===== config.mk =====
export PLATFORM = sky130hd
export DESIGN_NAME = clk_div_ctrl
export DESIGN_NICKNAME = d
export VERILOG_FILES = /design/src/rtl/clk_div_ctrl.sv
export SDC_FILE = /design/constraint.sdc
export NUM_CORES = 1
export LEC_CHECK = 0
export CORE_UTILIZATION = 45
export DETAILED_ROUTE_END_ITERATION = 10
export PLACE_DENSITY = 0.78
export SKIP_LAST_GASP = 1
export SYNTH_ARGS = -nofsm -noshare
export SYNTH_HDL_FRONTEND = slang
export SYNTH_SLANG_ARGS = --single-unit
export TNS_END_PERCENT = 100

===== constraint.sdc =====
create_clock -name clk -period 4.5 [get_ports clk]
set_input_delay 0.9 -clock clk [delete_from_list [all_inputs] [get_ports clk]]
set_output_delay 0.9 -clock clk [all_outputs]
set_load 0.01 [all_outputs]

===== src/rtl/clk_div_ctrl.sv =====
// Programmable clock-divide controller: divided clock level plus end-of-period tick,
// with ratio changes and stops deferred to period boundaries. Optional CLK_DIV_CTRL_PCNT_EN adds a tick counter.
module clk_div_ctrl #(
   parameter int DIV_W       = 5,
   parameter int DEFAULT_DIV = 2
) (
   input  logic             clk,
   input  logic             rst,
   input  logic             en,
   input  logic             cfg_valid,
   input  logic [DIV_W-1:0] cfg_div,
   output logic             cfg_ready,
   output logic             cfg_err,
   output logic [DIV_W-1:0] cur_div,
   output logic             div_clk,
   output logic             tick,
`ifdef CLK_DIV_CTRL_PCNT_EN
   input  logic             period_clr,
   output logic [15:0]      period_cnt,
`endif
   output logic             busy
);

   typedef enum logic [1:0] {IDLE, RUN, PEND} state_e;

   state_e           state_q, state_d;
   logic [DIV_W-1:0] cnt_q, cnt_d;
   logic [DIV_W-1:0] cur_div_q, cur_div_d;
   logic [DIV_W-1:0] pend_q, pend_d;
   logic             cfg_err_q, cfg_err_d;
   logic             div_clk_q, div_clk_d;
   logic             tick_q, tick_d;
   logic             accept, legal, boundary, run_d;

   assign cfg_ready = (state_q != PEND);
   assign busy      = (state_q != IDLE);
   assign accept    = cfg_valid && cfg_ready;
   assign legal     = (cfg_div >= DIV_W'(2));
   assign boundary  = (state_q != IDLE) && (cnt_q == cur_div_q - DIV_W'(1));

   always_ff @(posedge clk) begin
      if (rst) begin
         state_q   <= IDLE;
         cnt_q     <= '0;
         cur_div_q <= DIV_W'(DEFAULT_DIV);
         pend_q    <= '0;
         cfg_err_q <= 1'b0;
         div_clk_q <= 1'b0;
         tick_q    <= 1'b0;
      end else begin
         state_q   <= state_d;
         cnt_q     <= cnt_d;
         cur_div_q <= cur_div_d;
         pend_q    <= pend_d;
         cfg_err_q <= cfg_err_d;
         div_clk_q <= div_clk_d;
         tick_q    <= tick_d;
      end
   end

   always_comb begin
      state_d   = state_q;
      cnt_d     = cnt_q;
      cur_div_d = cur_div_q;
      pend_d    = pend_q;
      cfg_err_d = accept && !legal;
      case (state_q)
         IDLE: begin
            cnt_d = '0;
            if (accept && legal) cur_div_d = cfg_div;
            if (en) state_d = RUN;
         end
         RUN: begin
            if (boundary) begin
               // A config accepted on the boundary itself applies right away.
               cnt_d = '0;
               if (accept && legal) cur_div_d = cfg_div;
               state_d = en ? RUN : IDLE;
            end else begin
               cnt_d = cnt_q + DIV_W'(1);
               if (accept && legal) begin
                  pend_d  = cfg_div;
                  state_d = PEND;
               end
            end
         end
         PEND: begin
            if (boundary) begin
               cnt_d     = '0;
               cur_div_d = pend_q;
               pend_d    = '0;
               state_d   = en ? RUN : IDLE;
            end else begin
               cnt_d = cnt_q + DIV_W'(1);
            end
         end
         default: state_d = IDLE;
      endcase
   end

   // Outputs are registered from next-state values so each matches the cnt held alongside it.
   always_comb begin
      run_d     = (state_d != IDLE);
      div_clk_d = run_d && (cnt_d >= (cur_div_d - (cur_div_d >> 1)));
      tick_d    = run_d && (cnt_d == cur_div_d - DIV_W'(1));
   end

   assign cfg_err = cfg_err_q;
   assign cur_div = cur_div_q;
   assign div_clk = div_clk_q;
   assign tick    = tick_q;

`ifdef CLK_DIV_CTRL_PCNT_EN
   logic [15:0] pcnt_q;

   always_ff @(posedge clk) begin
      if (rst || period_clr) pcnt_q <= '0;
      else if (tick_q)       pcnt_q <= pcnt_q + 16'd1;
   end

   assign period_cnt = pcnt_q;
`endif

endmodule


==> results of run 1 <==
## routing by layer
| metal | global-route usage [%] | part of all wire, % |
|---|---|---|
| met1 | 26.72 | 47 |
| met2 | 35.00 | 49 |
| met3 | 2.321 | 3.1 |
| met4 | 4.444 | 0.90 |
| met5 | 0 | 0 |
## cells by family (layout without fill, tap and decap cells)
kind of cell / after synthesis / count (layout) / synth area share [%]
and+or+nand+nor: 77 / 77 / 24.82
AOI/OAI and AO/OA: 48 / 48 / 20.89
DFF: 20 / 20 / 22.89
xor gates and xnor gates: 20 / 20 / 10.87
adders and majority gates: 20 / 20 / 14.74
buffers and inverters: 27 / 45 / 5.794
## worst max path at each step
stage	to	slack, ns	cells past startpoint
floorplan	div_clk$_SDFF_PP0_	0.70	16
global placement	div_clk$_SDFF_PP0_	0.26	14
detailed placement	div_clk$_SDFF_PP0_	0.14	14
CTS	div_clk$_SDFF_PP0_	0.39	16
global route	div_clk$_SDFF_PP0_	0.14	16
finish	div_clk$_SDFF_PP0_	0.36	16
## per-stage QoR
stage / hold WS (ns) / util (%) / instances
detailed placement: 0.5755 / 53.93 / 275
global route: 0.6581 / 55.05 / 278
floorplan: 0.5429 / - / 212
finish: 0.5904 / 55.05 / 278
CTS: 0.5928 / 55.05 / 278
global placement: 0.5630 / 53.93 / 275
## worst max-delay path: stages (launching register included)
cell	delay, ns
dfxtp_1	0.46
inv_1	0.10
ha_1	0.31
xor2_1	0.30
nand3b_4	0.14
nor4_4	0.46
o32ai_1	0.16
o32a_1	0.39
ha_1	0.24
fa_1	0.43
xor2_1	0.19
ha_1	0.26
nor2b_1	0.13
o21ai_0	0.16
nand2b_1	0.08
a21oi_1	0.15
a21oi_1	0.05
## cell usage after synthesis (6+ instances only)
master	count
nor2_1	23
inv_1	21
dfxtp_1	20
ha_1	19
a21oi_1	12
nand2_1	12
xnor2_1	10
o21ai_0	9
xor2_1	9
nor3_1	8
nor2b_1	6
## power breakdown
| group | internal, mW | leakage [nW] | switching [mW] |
|---|---|---|---|
| clock network | 0.0596 | 0.0216 | 0.0577 |
| logic | 0.244 | 0.672 | 0.297 |
| registers | 0.197 | 0.163 | 0.0202 |
| total | 0.501 | 0.856 | 0.375 |
## sequential cells by signal (all words and copies together) (netlist names)
name     flops
cnt_q        5
cur_div      5
pend_q       5
state_q      2
cfg_err      1
div_clk      1
tick         1
## final cells by class
class	count	area, um^2	share of cell area [%]
flip-flops and latches	20	400.4	19.72
inverters	21	78.83	3.882
multi-input cells	165	1247	61.43
well taps	48	60.06	2.957
repair buffers	21	202.7	9.981
clock buffers	3	41.29	2.033
==> results.env, run 1 <==
WORST-ENDPOINT-ARRIVAL_NS=4.28
CTS_TREE='built'
CTS-HOLD-FIX-BUFFERS=0
STATUS='finished, final reports clean'
DETAIL_ROUTE.FIRST_PASS.ITERATIONS=4
NETLIST_INSTANCES=212
FINALWORSTSETUPSLACK_NS=0.3641
UPPER_CLOCK_FREQUENCY_LIMIT_MHz=241.8
CRITPATHLAUNCHTYPE='register'
PEAK_SUPPLY_DROP_mV=0.3017
CTS.ROOT.BUFFER_CELL='clkbuf_8'
POWER_LEAKAGE_nW=0.8561
SYNTH.AREA.TOP_CELLS='dfxtp_1, ha_1, xnor2_1'
CLK_PATH_BUF_DEPTH=2
WORSTREGTOREGCELLS=16
POSTROUTEWIRELENGTH_UM=3903
STDCELL_AREA_UM2=2031
FINALMAXSLEWVIOLATIONS=0
POSTROUTEANTENNANETS=0
POST-SYNTH-TOP-AREA-FRACTION_PCT=22.89
TIMING.REG2REG.SETUP_SLACK_NS=0.36
TIMING.MAX_CAP.VIOLATIONS=0
WORST-ENDPOINT-REQUIRED_NS=4.64
GRT_START_MAX_NET_PINS=19
CTS_HTREE_LEVELS=1
MOST_USED_CELLS_IN_THE_LAYOUT_EXCLUDING_FILL_AND_TAP_CELLS='nor2_1, inv_1, dfxtp_1'
DP_WORST_SETUP_SLACK_NS=0.1425
POSTSYNTHREGISTERBITS=20
DIEWIDTH_UM=64.35
DRIVE_GT1_SHARE_PCT=8.261
WL_PER_CELL_UM=14.04
R2R_END='div_clk$_SDFF_PP0_'
BOUNDARYPINS=19
FINAL_NETS=261
SYNTHESIS.AREA_PER_INSTANCE_UM2=8.251
FINAL.FILL_COUNT=352
STARTPOINT='cur_div[0]$_SDFF_PP0_'
CRITICALPATHCATEGORY='reg -> reg'
PATH_MAX_FANOUT=8
WORST_SETUP_HOLD_PATH_CLK_SLEW_NS=0.07
SYNTH_AREA_UM2=1749
SYNTH_EDF_COUNT=0
DRC=0
POST_CTS_RESIZED=0
TOTALPOWERFINAL_uW=875.5
MIN_PERIOD_OVER_PERIOD_PCT=91.91
SYNTHESIS.YOSYS.WARNINGS=0
TIMING.FINAL.CRIT_PERIOD_NS=4.136
NUMBER_OF_DISTINCT_LIBRARY_CELLS_AFTER_SYNTHESIS=52
WORSTSETUPENDPOINTTYPE='register'
NUMCTSBUFFERS=3
FINAL.SETUP.TNS_NS=0
TIMING.SLEW.HEADROOM_PCT=52.27
ANTENNA_FOUND_INITIAL=0
GLOBALPLACE.CONGESTION=0.8085
INSERTEDDIODECOUNT=0
CLK_LATENCY_NS=0.26
POSTSYNTH.TOPFLOPCELL='dfxtp_1'
VIAS=1541
MIN_DELAY_WORST_ENDPOINT='pend_q[1]$_SDFFE_PP0P_'
SYNTH_AREA_LEADER_CELL='dfxtp_1'
GRT_UTIL_ALL_LAYERS_PCT=20.26
DETAILEDROUTE.FIRSTITERATIONVIOLATIONS=117
DIE_HEIGHT_UM=64.35
GRT_OVERFLOW_TOTAL=0
MIN_FROM='pend_q[1]$_SDFFE_PP0P_'
AREA_GROWTH_SYNTH_TO_FINISH_PCT=16.09
MAX_CLOCK_SKEW_NS=0.002646
MOSTFREQUENTLAYOUTCELL='nor2_1'
GRT_PASS1_VIAS=1460
DPL_CELL_AREA_UM2=1989
AREA_OF_THE_DIE_UM2=4140
PORT_BUFFERS=18
POSTCTSSETUPREPAIRBUFS=0
TIMING_HOLD_VIOLATIONS_FINAL=0
CORE_FOOTPRINT_UM2=3689
DETAIL_ROUTE.VIAS_PER_CELL=5.543
ASYNC_FLOP_SHARE_PCT=0
RR_STARTPOINT='cur_div[0]$_SDFF_PP0_'
SYNTH_SEQ_AREA_SHARE_PCT=22.89
PLACE.DETAILED.HPWL_UM=2993
RSZ0062_AT_GRT='no'
SYNTH_NETS=241
FINAL-SETUP-VIOL-COUNT=0
FLOORPLAN.INITIALDENSITY_PCT=47.42
ROW_COUNT=22
WORST_PIN_SLEW_NS=0.7137
CTS.SINK_COUNT=20
MIN_PATH_CELLS=4
POWER.DENSITY_CELL_AREA_nW_PER_UM2=431.1
GLOBAL_ROUTE_WIRE_LENGTH_BEFORE_REPAIR_UM=6630
TIGHTEST_HOLD_CHECK_TYPE='reg -> reg'
No activity file was read; power rests on OpenSTA's default activity.
==> inputs of run 2 (changes only) <==
--- a/config.mk
+++ b/config.mk
@@ -5,9 +5,10 @@
 export SDC_FILE = /design/constraint.sdc
 export NUM_CORES = 1
 export LEC_CHECK = 0
+export CORE_ASPECT_RATIO = 1.1
 export CORE_UTILIZATION = 45
 export DETAILED_ROUTE_END_ITERATION = 10
-export PLACE_DENSITY = 0.78
+export PLACE_DENSITY = 0.66
 export SKIP_LAST_GASP = 1
 export SYNTH_ARGS = -nofsm -noshare
 export SYNTH_HDL_FRONTEND = slang
==> results.env, run 2 (synthesis gave the netlist of run 1 again) <==
POSTCTSSETUPREPAIRBUFS=0
CTS-HOLD-FIX-BUFFERS=0
VIAS=1556
DIE_HEIGHT_UM=67.39
CRITICALPATHCATEGORY='in -> reg'
FINAL_NETS=263
ANTENNA_FOUND_INITIAL=0
MIN_PERIOD_OVER_PERIOD_PCT=89.86
GRT_PASS1_VIAS=1488
TOTAL_SWITCHING_POWER_uW=378.9
FINAL.SETUP.TNS_NS=0
WORST-ENDPOINT-REQUIRED_NS=4.65
MAX_CLOCK_SKEW_NS=0.006963
GLOBAL_ROUTE_WIRE_LENGTH_BEFORE_REPAIR_UM=6630
GRT_OVERFLOW_TOTAL=0
CTS_TREE='built'
POWER.DENSITY_CELL_AREA_nW_PER_UM2=437.7
PORT_BUFFERS=18
CRITPATHLAUNCHTYPE='input pin'
NUMCTSBUFFERS=3
SWITCHING_SHARE_PCT=41.98
PWR-SHARE-COMB_PCT=60.4
PLACE.DETAILED.HPWL_UM=3172
DETAIL_ROUTE.VIAS_PER_CELL=5.498
CLK_LATENCY_NS=0.26
CTS.ROOT.BUFFER_CELL='clkbuf_8'
POSTROUTEANTENNANETS=0
STATUS='finished, final reports clean'
FIN_WORST_HOLD_SLACK_NS=0.5937
POWER_LEAKAGE_nW=0.8726
MOST_USED_CELLS_IN_THE_LAYOUT_EXCLUDING_FILL_AND_TAP_CELLS='nor2_1, inv_1, dfxtp_1'
FINALMAXSLEWVIOLATIONS=0
ROW_COUNT=23
WL_PER_CELL_UM=14.16
RSZ0062_AT_GRT='no'
AREA_GROWTH_SYNTH_TO_FINISH_PCT=17.88
GRT_START_MAX_NET_PINS=19
POSTROUTEWIRELENGTH_UM=4007
DETAIL_ROUTE.FIRST_PASS.ITERATIONS=4
CTS.SINK_COUNT=20
FLOORPLAN.INITIALDENSITY_PCT=47.49
CLKPWRFRAC_PCT=15.6
WORST_SETUP_HOLD_PATH_CLK_SLEW_NS=0.08
CTS_HTREE_LEVELS=1
WORST-ENDPOINT-ARRIVAL_NS=4.20
PATH_MAX_FANOUT=6
DRIVE_GT1_SHARE_PCT=9.442
FINAL-SETUP-VIOL-COUNT=0
MULTI_INPUT_AREA_UM2=1247
FINAL-SEQ-AREA_UM2=400.4
POWER.INTERNAL_uW=523.6
POST-ROUTE-UTIL_PCT=55.98
BOUNDARYPINS=19
DIEWIDTH_UM=61.45
TIGHTEST_HOLD_CHECK_TYPE='reg -> reg'
TIMING.MAX_CAP.VIOLATIONS=0
TIMING.FINAL.CRIT_PERIOD_NS=4.044
TIMING.SLEW.HEADROOM_PCT=56.81
AREA_OF_THE_DIE_UM2=4141
GLOBALPLACE.CONGESTION=0.8420
PEAK_SUPPLY_DROP_mV=0.2558
MOSTFREQUENTLAYOUTCELL='nor2_1'
DETAILEDROUTE.FIRSTITERATIONVIOLATIONS=126
DRC=0
INSERTEDDIODECOUNT=0
P_SEQ_SHARE_PCT=24.1
WORST_PIN_SLEW_NS=0.6478
UPPER_CLOCK_FREQUENCY_LIMIT_MHz=247.3
GRT_UTIL_ALL_LAYERS_PCT=21.73
POST_CTS_RESIZED=0
TIMING_HOLD_VIOLATIONS_FINAL=0
FINAL.FILL_COUNT=366
CLK_PATH_BUF_DEPTH=2
WORSTSETUPENDPOINTTYPE='register'
CORE_FOOTPRINT_UM2=3684
==> run 2: changes by cell type in the layout (fill, tap and decap cells not counted) <==
| cell | previous run | this run |
|---|---|---|
| buf_4 | 3 | 5 |
| clkbuf_8 | 3 | 4 |
==> run 2: final timing paths <==
kind	from	end	slack, ns	cells after the start
worst max-delay path	cfg_div[1]	div_clk$_SDFF_PP0_	0.46	14
worst min-delay path	pend_q[3]$_SDFFE_PP0P_	pend_q[3]$_SDFFE_PP0P_	0.59	4
worst max register to register	cur_div[0]$_SDFF_PP0_	div_clk$_SDFF_PP0_	0.49	16
worst min register to register	pend_q[3]$_SDFFE_PP0P_	pend_q[3]$_SDFFE_PP0P_	0.59	4
==> run 2: area by class of cell <==
cell class | count | share of cell area [%]
Clock buffer | 4 | 2.670
Timing Repair Buffer | 23 | 10.56
Tap cell | 50 | 3.034
Inverter | 21 | 3.823
Multi-Input combinational cell | 165 | 60.50
Sequential cell | 20 | 19.42
==> run 2: metrics by stage <==
| step | power, mW | instance area (um^2) | std cells | worst slack [ns] |
|---|---|---|---|---|
| 6_report | 0.9025 | 2062 | 283 | 0.4562 |
| 5_1_grt | 0.9866 | 2062 | 283 | 0.2540 |
| 4_1_cts | 0.9084 | 2062 | 283 | 0.4512 |
| 3_5_place_dp | 0.7680 | 2007 | 279 | 0.1607 |
| 3_3_place_gp | 0.7592 | 2007 | 279 | 0.2299 |
| 2_1_floorplan | 0.6291 | 1749 | 212 | 0.6989 |
==> run 2: power by group through the flow <==
stage | Combinational, mW | Clock [mW] | Sequential (mW)
after floorplan | 0.408 | 0 | 0.221
after global placement | 0.538 | 0 | 0.222
after detailed placement | 0.546 | 0 | 0.222
after CTS | 0.548 | 0.142 | 0.218
after global routing | 0.614 | 0.151 | 0.221
final | 0.545 | 0.141 | 0.217
==> run 2: worst max-delay path: stages <==
cell and delay [ns]:
clkdlybuf4s50_1 0.47, or4_1 0.57, and2_0 0.31, o21ai_0 0.21
a22o_1 0.19, ha_1 0.19, fa_1 0.43, ha_1 0.29
a21oi_1 0.17, nor2b_1 0.06, o21ai_0 0.14, nand2b_1 0.07
a21oi_1 0.14, a21oi_1 0.05
==> run 2: metal layers <==
layer | vias to the layer above | wire (um) | track usage (%) | part of all wire [%]
li1 | 791 | - | - | -
met1 | 723 | 1852 | 27.25 | 46
met2 | 31 | 1937 | 35.73 | 48
met3 | 11 | 94 | 2.490 | 2.3
met4 | 0 | 123 | 11.94 | 3.1
met5 | - | 0 | 0 | 0
